===== config.mk =====
export PLATFORM = sky130hd
export DESIGN_NAME = scu_dsp_dma_mc
export DESIGN_NICKNAME = d
export VERILOG_FILES = /design/src/rtl/scu_dsp_dma_mc_pkg.sv /design/src/rtl/scu_dsp_dma_arb.sv /design/src/rtl/scu_dsp_dma_mc.sv
export SDC_FILE = /design/constraint.sdc
export NUM_CORES = 1
export LEC_CHECK = 0
export BUFFER_PORTS_ARGS = -buffer_cell sky130_fd_sc_hd__buf_2
export CORE_MARGIN = 10
export CORE_UTILIZATION = 47
export CTS_CLUSTER_DIAMETER = 100
export CTS_CLUSTER_SIZE = 30
export DETAILED_ROUTE_END_ITERATION = 8
export GPL_TIMING_DRIVEN = 0
export PLACE_DENSITY = 0.82
export SLEW_MARGIN = 20
export SYNTH_ARGS = -nofsm -noshare
export SYNTH_HDL_FRONTEND = slang
export SYNTH_HIERARCHICAL = 1
export SYNTH_SLANG_ARGS = --single-unit

===== constraint.sdc =====
create_clock -name CLK -period 4.4 [get_ports CLK]
set_clock_uncertainty 0.05 [all_clocks]
set_input_delay 0.44 -clock CLK [delete_from_list [all_inputs] [get_ports CLK]]
set_output_delay 0.44 -clock CLK [all_outputs]
set_load 0.02 [all_outputs]

===== src/rtl/scu_dsp_dma_mc_pkg.sv =====
// Shared command/state types and the address-increment decode for the multi-channel DSP DMA.
package scu_dsp_dma_mc_pkg;

  // Command fields are sized for the largest supported bank/count configuration.
  localparam int CMD_BANK_W = 4;
  localparam int CMD_CNT_W  = 16;

  typedef enum logic [1:0] {
    IDLE = 2'd0,
    ARB  = 2'd1,
    XFER = 2'd2
  } DMAState_t;

  // CNT holds the live remaining word count; a start count of 0 is loaded as 2^CNT_W.
  typedef struct packed {
    logic                  DIR;
    logic                  HOLD;
    logic [2:0]            ADDI;
    logic [CMD_BANK_W-1:0] BANK;
    logic [CMD_CNT_W-1:0]  CNT;
  } DMACmd_t;

  function automatic logic [8:0] DMAAddrAdd(input logic [2:0] addi);
    return (addi == 3'd0) ? 9'd0 : (9'd2 << addi);
  endfunction

endpackage


===== src/rtl/scu_dsp_dma_arb.sv =====
// Per-word channel arbiter, combinational; SCU_DSP_DMA_RR_EN selects round-robin, else
// fixed priority (channel 0 first) with the current channel keeping the bus while lock is set.
module scu_dsp_dma_arb #(
  parameter int CHANNELS = 2,
  parameter int GW       = (CHANNELS > 1) ? $clog2(CHANNELS) : 1
) (
  input  logic [CHANNELS-1:0] busy,
  input  logic [GW-1:0]       last,
  input  logic                lock,
  output logic [GW-1:0]       grant,
  output logic                valid
);

  assign valid = |busy;

`ifdef SCU_DSP_DMA_RR_EN
  // Rotate so that bit 0 is the channel just after the last grant.
  logic [2*CHANNELS-1:0] dbl;
  logic [CHANNELS-1:0]   rot;
  logic [CHANNELS:0]     unused_rr;

  assign dbl       = {busy, busy} >> (int'(last) + 1);
  assign rot       = dbl[CHANNELS-1:0];
  assign unused_rr = {lock, dbl[2*CHANNELS-1:CHANNELS]};

  always_comb begin
    grant = last;
    for (int j = CHANNELS - 1; j >= 0; j--)
      if (rot[j]) grant = GW'((int'(last) + 1 + j) % CHANNELS);
  end
`else
  always_comb begin
    grant = '0;
    for (int k = CHANNELS - 1; k >= 0; k--)
      if (busy[k]) grant = GW'(k);
    if (lock && busy[last]) grant = last;
  end
`endif

endmodule


===== src/rtl/scu_dsp_dma_mc.sv =====
// Multi-channel DSP D0-bus DMA: one word per ARB+XFER pair, XFER held until DMA_ACK with CE.
// Arbitration mode is chosen by SCU_DSP_DMA_RR_EN (see scu_dsp_dma_arb).
module scu_dsp_dma_mc
  import scu_dsp_dma_mc_pkg::*;
#(
  parameter  int CHANNELS = 2,
  parameter  int ADDR_W   = 27,
  parameter  int CNT_W    = 8,
  parameter  int BANKS    = 4,
  localparam int BW       = $clog2(BANKS),
  localparam int GW       = (CHANNELS > 1) ? $clog2(CHANNELS) : 1
) (
  input  logic                       CLK,
  input  logic                       RST,
  input  logic                       CE,
  input  logic [CHANNELS-1:0]        ST,
  input  logic [CHANNELS-1:0]        ST_DIR,
  input  logic [CHANNELS-1:0]        ST_HOLD,
  input  logic [3*CHANNELS-1:0]      ST_ADDI,
  input  logic [BW*CHANNELS-1:0]     ST_BANK,
  input  logic [CNT_W*CHANNELS-1:0]  ST_CNT,
  input  logic [ADDR_W*CHANNELS-1:0] ST_ADDR,
  output logic [CHANNELS-1:0]        BUSY,
  output logic [CHANNELS-1:0]        DONE,
  output logic [ADDR_W*CHANNELS-1:0] CH_ADDR,
  output logic [ADDR_W-1:0]          DMA_A,
  output logic                       DMA_REQ,
  input  logic                       DMA_ACK,
  output logic                       DMA_WE,
  output logic [31:0]                DMA_DO,
  input  logic [31:0]                DMA_DI,
  output logic [BW-1:0]              RAM_BANK,
  output logic                       RAM_WE,
  output logic                       RAM_INC,
  output logic [31:0]                RAM_D,
  input  logic [31:0]                RAM_Q
);

  localparam logic [1:0] S_IDLE = IDLE;
  localparam logic [1:0] S_ARB  = ARB;
  localparam logic [1:0] S_XFER = XFER;

  logic [1:0]          state;
  DMACmd_t             cmd     [CHANNELS];
  logic [ADDR_W-1:0]   ch_addr [CHANNELS];
  logic [CHANNELS-1:0] busy, done, start, g_mask;
  logic [GW-1:0]       g, arb_grant;
  logic                arb_valid, cont, xfer_ack;
  logic [ADDR_W-1:0]   inc;

  // A channel that is busy or signalling DONE this cycle ignores its start strobe.
  assign start    = ST & ~busy & ~done & {CHANNELS{CE}};
  assign xfer_ack = (state == S_XFER) && DMA_ACK && CE;
  assign inc      = ADDR_W'(DMAAddrAdd(cmd[g].ADDI));
  assign g_mask   = CHANNELS'(1) << g;

  assign BUSY    = busy;
  assign DONE    = done;
  assign RAM_WE  = xfer_ack && !DMA_WE;
  assign RAM_INC = xfer_ack;
  assign RAM_D   = DMA_DI;
  assign DMA_DO  = RAM_Q;

  for (genvar gi = 0; gi < CHANNELS; gi++) begin : g_ch_addr
    assign CH_ADDR[ADDR_W*gi +: ADDR_W] = ch_addr[gi];
  end

  scu_dsp_dma_arb #(.CHANNELS(CHANNELS), .GW(GW)) u_arb (
    .busy  (busy),
    .last  (g),
    .lock  (cont),
    .grant (arb_grant),
    .valid (arb_valid)
  );

  always_ff @(posedge CLK or posedge RST) begin
    if (RST) begin
      state    <= S_IDLE;
      busy     <= '0;
      done     <= '0;
      g        <= GW'(CHANNELS - 1);
      cont     <= 1'b0;
      DMA_A    <= '0;
      DMA_REQ  <= 1'b0;
      DMA_WE   <= 1'b0;
      RAM_BANK <= '0;
      for (int i = 0; i < CHANNELS; i++) begin
        cmd[i]     <= '0;
        ch_addr[i] <= '0;
      end
    end else if (CE) begin
      done <= '0;
      for (int i = 0; i < CHANNELS; i++) begin
        if (start[i]) begin
          cmd[i] <= '{DIR:  ST_DIR[i],
                      HOLD: ST_HOLD[i],
                      ADDI: ST_ADDI[3*i +: 3],
                      BANK: CMD_BANK_W'(ST_BANK[BW*i +: BW]),
                      CNT:  (ST_CNT[CNT_W*i +: CNT_W] == '0) ? CMD_CNT_W'(1 << CNT_W)
                                                             : CMD_CNT_W'(ST_CNT[CNT_W*i +: CNT_W])};
          ch_addr[i] <= ST_ADDR[ADDR_W*i +: ADDR_W] & ~ADDR_W'(3);
          busy[i]    <= 1'b1;
        end
      end

      case (state)
        S_IDLE: if (|busy) state <= S_ARB;
        S_ARB: begin
          if (arb_valid) begin
            g <= arb_grant;
            // Continuing the same grant: DMA_A already advanced, which matters for HOLD channels.
            if (!(cont && arb_grant == g)) DMA_A <= ch_addr[arb_grant];
            DMA_WE   <= cmd[arb_grant].DIR;
            RAM_BANK <= BW'(cmd[arb_grant].BANK);
            DMA_REQ  <= 1'b1;
            state    <= S_XFER;
          end else begin
            state <= S_IDLE;
          end
        end
        S_XFER: begin
          if (DMA_ACK) begin
            DMA_REQ    <= 1'b0;
            DMA_A      <= DMA_A + inc;
            cmd[g].CNT <= cmd[g].CNT - CMD_CNT_W'(1);
            if (!cmd[g].HOLD) ch_addr[g] <= ch_addr[g] + inc;
            if (cmd[g].CNT == CMD_CNT_W'(1)) begin
              busy[g] <= 1'b0;
              done[g] <= 1'b1;
              cont    <= 1'b0;
              state   <= (|(busy & ~g_mask)) ? S_ARB : S_IDLE;
            end else begin
              cont  <= 1'b1;
              state <= S_ARB;
            end
          end
        end
        default: state <= S_IDLE;
      endcase
    end
  end

endmodule

# Yosys cells after proc, flatten, opt, wreduce, memory -nomap -nowiden
# Index checks and enable logic that the tools add are counted.
[totals]
regBits = 143
latchBits = 0
ram_bits = 0
romBits = 0
inputBits = 154
out_inout_bits = 155
elab_cells = 135
mem_count = 0
[classes]
n_addsub = 3
mul = 0
n_div = 0
n_lt_le_gt_ge = 5
n_eq_ne = 8
shift = 2
n_mux = 65
bitwise_logic = 11
reduce_logical = 20
[op_table]
columns = ["operator", "n"]
rows = [
  ["two-way mux 27 bit", 14],
  ["two-way mux 25 bit", 7],
  ["two-way mux 54 bit", 3],
  ["two-way mux 50 bit", 2],
  ["two-way mux 24 bit", 3],
  ["adder 27 x 9 -> 27 bit", 2],
  ["bitwise mux 54 bit", 1],
  ["case mux 27 bit (2 select lines)", 1],
  ["bitwise mux 50 bit", 1],
  ["demux 27 bit (select 1 bit)", 1],
  ["two-way mux 9 bit", 3],
  ["demux 25 bit (select 1 bit)", 1],
  ["two-way mux 2 bit", 9],
  ["== test 16 x 1 -> 1 bit (second input constant)", 1],
  ["zero test 8 bit", 2],
  ["two-way mux 16 bit", 1],
  ["subtractor 16 x 1 -> 16 bit (second input constant)", 1],
  ["two-way mux 1 bit", 15],
  ["AND 2 bit", 5],
  ["AND reduction 3 bit", 3],
  ["<< shifter 2 x 3 -> 9 bit (first input constant)", 1],
  ["inequality test 2 bit (second input constant)", 4],
  ["inverter 2 bit", 4],
  ["logical AND 1 bit", 7],
  ["19 further kinds", 22],
]

# Logic depth before layout (Yosys ltp)
# Gate-level depths: netlist of the first run.
[logic_depth]
word_depth = 11
mapped_depth = 18
depth_no_buf = 12

# Cells and area by module
# The synthesis of the first run kept the hierarchy.
[modules_own_cells]
columns = ["mod", "n_inst", "cells_per_inst", "area_per_inst_um2", "seq_area_each_um2"]
rows = [
  ["scu_dsp_dma_mc", 1, 1068, 9212.6, 3479.6],
  ["scu_dsp_dma_arb", 1, 3, 17.5, 0.0],
]

# Worst setup path before layout of the first run
# OpenSTA, ideal clock, no wires.
[synth_timing]
kind = "flip-flop to flip-flop"
from = "register g"
to = "register ch_addr, in the netlist CH_ADDR[49]"
setup_time_ps = 137
arrival_time_ps = 4315
required_ps = 4213
setup_slack_ps = -102
stages_incl_launch_ff = 19
n_path_buf = 7
synth_period_minus_slack_ps = 4502
path_cell_list = "dfstp_2 > buf_6 > buf_8 > buf_4 > buf_2 > clkbuf_1 > clkbuf_1 > mux2_2 > ha_1 > inv_1 > fa_1 > nand2b_1 > a211oi_1 > maj3_1 > o31ai_1 > buf_2 > nor4_1 > mux2i_1 > a21oi_1"
[synth_via]
elab_chain_cells = 11
word_cells_on_any_way = 20
cone_classes = "add/sub: 1; order compare: 2; shift: 1; mux: 13; bitwise: 1; reduce/logical: 2"
[synth_rtl]
columns = ["element", "line_no", "rtl"]
rows = [
  ["from (decl)", "scu_dsp_dma_mc.sv:47", "logic [GW-1:0] g, arb_grant;"],
  ["from (signal assigned)", "scu_dsp_dma_mc.sv:81", "g <= GW'(CHANNELS - 1);"],
  ["from (signal assigned)", "scu_dsp_dma_mc.sv:110", "g <= arb_grant;"],
  ["inverter 1 -> 2 bit (implied by the code) *", "scu_dsp_dma_mc.sv:54, scu_dsp_dma_mc.sv:126", ""],
  ["two-way mux 24 bit (3 in series)", "-", ""],
  ["<< shifter 2 x 3 -> 9 bit or zero test 3 bit (tied branches)", "scu_dsp_dma_mc_pkg.sv:24", "return (addi == 3'd0) ? 9'd0 : (9'd2 << addi);"],
  ["two-way mux 9 bit", "scu_dsp_dma_mc_pkg.sv:24", ""],
  ["adder 27 x 9 -> 27 bit", "scu_dsp_dma_mc.sv:126", "if (!cmd[g].HOLD) ch_addr[g] <= ch_addr[g] + inc;"],
  ["bitwise mux 54 bit", "scu_dsp_dma_mc.sv:126", ""],
  ["two-way mux 54 bit *", "scu_dsp_dma_mc.sv:126", ""],
  ["two-way mux 54 bit *", "scu_dsp_dma_mc.sv:122", "if (DMA_ACK) begin"],
  ["two-way mux 54 bit *", "scu_dsp_dma_mc.sv:106", "case (state)"],
  ["to (signal, indexed assignment)", "scu_dsp_dma_mc.sv:101", "ch_addr[i] <= ST_ADDR[ADDR_W*i +: ADDR_W] & ~ADDR_W'(3);"],
  ["to (signal, indexed assignment)", "scu_dsp_dma_mc.sv:126", ""],
  ["to (decl)", "scu_dsp_dma_mc.sv:45", "logic [ADDR_W-1:0] ch_addr [CHANNELS];"],
]
# Mark *: on every way between the ends. The rest lies on a longest branch, timed or not. The select of a mux whose other input is x is not followed.
# A chain may end at the register's enable or synchronous reset.

# Worst setup path after layout of the first run
[layout_timing]
from = "register g"
to = "register ch_addr, in the netlist CH_ADDR[53]"
# The elaborated chain is that of the path after synthesis.

==> results of run 1 <==
-- logic make-up after synthesis --
group | synth area share, %
flip-flops | 37.70
AND/OR/NAND/NOR | 19.17
buffers and inverters | 8.526
multiplexers | 6.805
AO/OA/AOI/OAI | 22.10
XOR/XNOR | 3.294
adder cells (fa/ha/maj) | 2.413
-- worst reg2reg max path, cell delays in order, from the launching register on --
cell      delay (ns)
dfstp_2         0.62
buf_8           0.21
buf_16          0.19
clkbuf_8        0.22
clkbuf_4        0.29
mux2_2          0.21
inv_1           0.05
fa_1            0.41
nand2b_1        0.19
a211oi_2        0.22
maj3_2          0.27
o31ai_2         0.10
buf_2           0.22
or3b_4          0.46
a211oi_1        0.27
o22a_1          0.17
-- per-layer routing --
layer | up-vias | global-route usage (%) | wire length [um]
met5 | - | 0 | 17
met4 | 2 | 10.18 | 1345
met3 | 105 | 6.967 | 3846
met2 | 665 | 42.51 | 16810
met1 | 4696 | 33.08 | 13800
li1 | 4364 | - | -
-- through the flow --
step / area (um^2) / hold slack, ns / cells
floorplan: 9231 / 0.3914 / 1071
global placement: 10760 / 0.4103 / 1576
detailed placement: 10810 / 0.3804 / 1577
CTS: 11390 / 0.1452 / 1608
global route: 11460 / 0.1567 / 1611
finish: 11460 / 0.1437 / 1611
-- final timing paths --
path                                           end  slack [ns]  depth (start not counted)           startpoint
hold reg to reg                cmd[17]$_DFFE_PP0P_        0.43                          2  cmd[17]$_DFFE_PP0P_
setup reg to reg           CH_ADDR[53]$_DFFE_PP0P_        0.19                         15        g$_DFFE_PP1P_
setup / recovery           CH_ADDR[53]$_DFFE_PP0P_        0.19                         15        g$_DFFE_PP1P_
min in group asynchronous     DMA_A[3]$_DFFE_PP0P_        0.47                          3                  RST
hold / removal                 cmd[42]$_DFFE_PP0P_        0.14                          3           ST_BANK[1]
max in group asynchronous  CH_ADDR[39]$_DFFE_PP0P_        2.99                          4                  RST
-- synthesized netlist by cell type, drive strengths merged, types with 11 or more instances --
cell,count
nor2,71
nor2b,11
nand3,37
xnor2,22
inv,18
mux2,14
nand2,156
clkbuf,46
and2,11
dfrtp,138
a21oi,70
o21ai,77
and3,11
o22ai,28
a22o,18
buf,74
ha,13
mux2i,47
nor3,21
-- power by group through the flow --
stage / clock network, mW / registers, mW / logic, mW
floorplan: 0 / 2.43 / 1.57
global route: 1.46 / 2.27 / 3.08
finish: 1.41 / 2.23 / 2.84
CTS: 1.40 / 2.20 / 2.81
detailed placement: 0 / 2.22 / 2.79
global placement: 0 / 2.19 / 2.73
-- timing repair --
item | 4_1_cts | 5_1_grt
setup endpoints to repair | 68 | 17
gates resized for setup | 7 | 7
hold buffers | 1 | 0
hold endpoints to repair | 35 | 0
setup buffers | 0 | 2
pin swaps | 0 | 0
gates cloned | 0 | 1
-- cell type report --
cell class | count | share of cell area (%)
Clock inverter | 13 | 1.037
Clock buffer | 19 | 3.865
Tap cell | 265 | 2.894
Inverter | 18 | 0.6552
Timing Repair Buffer | 245 | 11.16
Sequential cell | 139 | 30.37
Buffer | 118 | 6.486
Multi-Input combinational cell | 794 | 43.54
-- flip-flops by register name, summed over array words and instances (netlist names), named ones only --
signal,flops
CH_ADDR,54
DMA_REQ,1
RAM_BANK,2
cmd,46
DMA_WE,1
state,2
g,1
DMA_A,26
cont,1
DONE,2
BUSY,2
==> flow_summary.json, run 1 <==
{
  "outcome": "finished, final reports clean",
  "io_pins": 309,
  "synth_area_per_cell_um2": 8.618,
  "switching_share_pct": 44.83,
  "antenna_found_initial": 1,
  "cts_tree": "done",
  "min_path_type": "in2reg",
  "cts_root_buffer": "clkbuf_16",
  "multi_input_area_mm2": 0.004989,
  "clkPwrFrac_pct": 21.8,
  "slew_headroom_pct": 20.98,
  "viasPerCell": 6.103,
  "cp-start-kind": "flop",
  "wirelength_um": 35810,
  "worstPathRequired_ns": 4.72,
  "synthFlopType": "dfrtp_1",
  "drtAntennaViolNets": 0,
  "crit_slowest_cell": "dfstp_2",
  "yosysTopAreaCellShare_pct": 37.41,
  "slew_violations": 0,
  "setup_violations": 0,
  "syn2layout_area_growth_pct": 24.14,
  "initial_core_util_pct": 47.58,
  "worstPathCellList": "buf_8 > buf_16 > clkbuf_8 > clkbuf_4 > mux2_2 > inv_1 > fa_1 > nand2b_1 > a211oi_2 > maj3_2 > o31ai_2 > buf_2 > or3b_4 > a211oi_1 > o22a_1",
  "h-tree-depth": 4,
  "cts.sinks": 139,
  "antenna_cells": 0,
  "fp.coreArea_mm2": 0.01940,
  "drive_gt1_share_pct": 28.90,
  "period_needed_ns": 4.207,
  "cp_top_family": "buffers and inverters",
  "vias": 9832,
  "synthArstFlopShare_pct": 100.0,
  "ys_top_cells_by_area": "dfrtp_1, nand2_1, buf_4",
  "tightestPinTransition_ns": 1.174,
  "numPortBuffers": 240,
  "max-vdd-ir-drop_mv": 0.3791,
  "fmax_mhz": 237.7,
  "p_sw_mw": 2.906,
  "drv_cap": 0,
  "clock_latency_ns": 0.43,
  "post-route-util_pct": 59.07,
  "clkSlewWorstSetupHoldPaths_ns": 0.06,
  "cts_buffer_depth": 2,
  "worst-path-buf-inv": 6,
  "finalHoldViolCount": 0,
  "fill_cells": 1723,
  "yosys_warnings": 6,
  "end_kind": "flop",
  "crit_type": "reg2reg",
  "power_frac_comb_pct": 43.9,
  "cp.arrival_ns": 4.52,
  "synth-edff-count": 0,
  "grt_max_degree": 105,
  "path_max_fanout": 14,
  "first_global_vias": 9524,
  "synth_nets": 1240,
  "power_leakage_nw": 5.133,
  "dp_hpwl_um": 27370,
  "ys_seq_area_share_pct": 37.70,
  "setup_tns_ns": 0,
  "final_common_cell": "buf_2",
  "seq_area_mm2": 0.003480,
  "layout_common_cells": "buf_2, nand2_1, dfrtp_1",
  "p_total_mw": 6.482,
  "grtUsageTotal_pct": 26.38,
  "gp_congestion": 0.9915,
  "synthCells": 1071,
  "die_area_mm2": 0.02564,
  "post_drt_wl_per_cell_um": 22.23,
  "drc_errors": 0,
  "nets": 1502,
  "rsz0062_at_grt": "no",
  "drtIter0Drc": 1246,
  "p_int_mw": 3.576,
  "grt_pass1_wl_um": 54610,
  "numCtsBuffers": 17,
  "fp.dieH_um": 160.1,
  "ys_seq_elements": 139,
  "pre_cts_ws_ns": -1.152,
  "p_per_area_mw_per_mm2": 565.7,
  "synth_area_mm2": 0.009230,
  "first_pass_iters": 6,
  "grt.overflow.total": 0,
  "synth_top_area_cell": "dfrtp_1",
  "fin_crit_sh_pct": 95.61,
  "power_frac_seq_pct": 34.3,
  "setup_ws_ns": 0.1933,
  "rows": 51,
  "cpPeakStageDelay_ns": 0.62,
  "ys_types": 81,
  "die_w_um": 160.1
}
Note: power is estimated with default switching activity, not from simulation.
==> run 2, diff against run 1 <==
--- a/config.mk
+++ b/config.mk
@@ -7,12 +7,12 @@
 export LEC_CHECK = 0
 export BUFFER_PORTS_ARGS = -buffer_cell sky130_fd_sc_hd__buf_2
 export CORE_MARGIN = 10
-export CORE_UTILIZATION = 47
+export CORE_UTILIZATION = 41
 export CTS_CLUSTER_DIAMETER = 100
 export CTS_CLUSTER_SIZE = 30
 export DETAILED_ROUTE_END_ITERATION = 8
 export GPL_TIMING_DRIVEN = 0
-export PLACE_DENSITY = 0.82
+export PLACE_DENSITY = 0.7
 export SLEW_MARGIN = 20
 export SYNTH_ARGS = -nofsm -noshare
 export SYNTH_HDL_FRONTEND = slang
==> flow_summary.json, run 2 (same netlist as run 1, synthesis figures left out) <==
{
  "clkSlewWorstSetupHoldPaths_ns": 0.06,
  "fmax_mhz": 237.0,
  "antenna_found_initial": 1,
  "cts_tree": "done",
  "post_drt_wl_per_cell_um": 22.84,
  "hold_ws_ns": 0.005010,
  "r2r_setup_slack_ns": 0.18,
  "power_leakage_nw": 5.158,
  "drtAntennaViolNets": 0,
  "startpoint": "g$_DFFE_PP1P_",
  "first_global_vias": 9410,
  "min_path_type": "in2async",
  "p_total_mw": 6.721,
  "grt_max_degree": 81,
  "initial_core_util_pct": 42.03,
  "setup_violations": 0,
  "drive_gt1_share_pct": 28.58,
  "holdBufCountCts": 0,
  "cts_root_buffer": "clkbuf_16",
  "fin_crit_sh_pct": 95.89,
  "finalHoldViolCount": 0,
  "crit_slowest_cell": "dfstp_2",
  "antenna_cells": 0,
  "io_pins": 309,
  "nets": 1498,
  "slew_violations": 0,
  "worst-path-buf-inv": 5,
  "drv_cap": 0,
  "drtIter0Drc": 1026,
  "worstPathCellList": "buf_6 > buf_16 > buf_4 > mux2_2 > ha_1 > inv_1 > fa_1 > nand2b_1 > a211oi_1 > maj3_2 > o31ai_2 > buf_2 > or3b_4 > a211o_1 > a21oi_1",
  "die_area_mm2": 0.02891,
  "cpPeakStageDelay_ns": 0.64,
  "first_pass_iters": 6,
  "grt_pass1_wl_um": 54880,
  "cts_buffer_depth": 2,
  "crit_type": "reg2reg",
  "cp.arrival_ns": 4.52,
  "numPortBuffers": 240,
  "rsz0062_at_grt": "no",
  "layout_common_cells": "buf_2, nand2_1, dfrtp_1",
  "fp.dieH_um": 170.0,
  "grt.overflow.total": 0,
  "timing.rr.start": "g$_DFFE_PP1P_",
  "cts.sinks": 139,
  "period_needed_ns": 4.219,
  "gp_congestion": 0.9245,
  "worstPathRequired_ns": 4.70,
  "numCtsBuffers": 17,
  "h-tree-depth": 4,
  "tightestPinTransition_ns": 1.043,
  "grtUsageTotal_pct": 24.25,
  "syn2layout_area_growth_pct": 24.86,
  "final_common_cell": "buf_2",
  "drc_errors": 0,
  "cp_top_family": "buffers and inverters",
  "slew_headroom_pct": 29.84,
  "rows": 54,
  "vias": 9691,
  "viasPerCell": 5.982,
  "wirelength_um": 37000,
  "outcome": "finished, final reports clean",
  "cp-start-kind": "flop",
  "max-vdd-ir-drop_mv": 0.3008,
  "dp_hpwl_um": 28320,
  "fp.coreArea_mm2": 0.02196,
  "clock_latency_ns": 0.43,
  "end_kind": "flop",
  "postCtsSetupBuffers": 0,
  "path_max_fanout": 19,
  "largest_reg_flops": 54,
  "p_per_area_mw_per_mm2": 583.2,
  "die_w_um": 170.0
}
-- run 2: power breakdown --
part,switching [mW],internal (mW)
Clock,0.584,1.07
Combinational,1.77,1.08
Sequential,0.516,1.70
-- run 2: routing by layer --
| layer | wire length, um | vias up | global-route usage (%) |
|---|---|---|---|
| li1 | - | 4351 | - |
| met1 | 14700 | 4627 | 30.57 |
| met2 | 17230 | 624 | 39.52 |
| met3 | 3951 | 89 | 6.386 |
| met4 | 1112 | 0 | 8.085 |
| met5 | 0 | - | 0 |
-- run 2: what timing repair did --
action,4_1_cts,5_1_grt
pin swaps,0,0
setup endpoints to repair,65,12
gates cloned,0,1
gates resized for setup,3,7
-- run 2: through the flow --
| step | setup slack [ns] | util [%] | cell area, um^2 | setup TNS, ns | std cells |
|---|---|---|---|---|---|
| after floorplan | 0.02506 | - | 9231 | 0 | 1071 |
| after global placement | -1.676 | 49.11 | 10780 | -270.03 | 1591 |
| after detailed placement | -1.219 | 49.30 | 10830 | -39.74 | 1592 |
| after CTS | 0.01146 | 52.28 | 11480 | 0 | 1619 |
| after global routing | 0.05612 | 52.48 | 11520 | 0 | 1620 |
| final | 0.1810 | 52.48 | 11520 | 0 | 1620 |
-- run 2: worst paths after layout --
check / end / cells past startpoint
max reg2reg: CH_ADDR[26]$_DFFE_PP0P_ / 15
min in group CLK: cmd[23]$_DFFE_PP0P_ / 3
max: CH_ADDR[26]$_DFFE_PP0P_ / 15
max in group asynchronous: g$_DFFE_PP1P_ / 3
min: DMA_A[3]$_DFFE_PP0P_ / 2
min reg2reg: cmd[24]$_DFFE_PP0P_ / 2
-- run 2: layout make-up --
type,instances,area (um^2)
Buffer,117,721.9
Clock buffer,19,442.9
Clock inverter,11,217.7
Fill cell,2030,10430
Inverter,18,75.07
Multi-Input combinational cell,794,4984
Sequential cell,139,3480
Tap cell,280,350.3
Timing Repair Buffer,242,1254
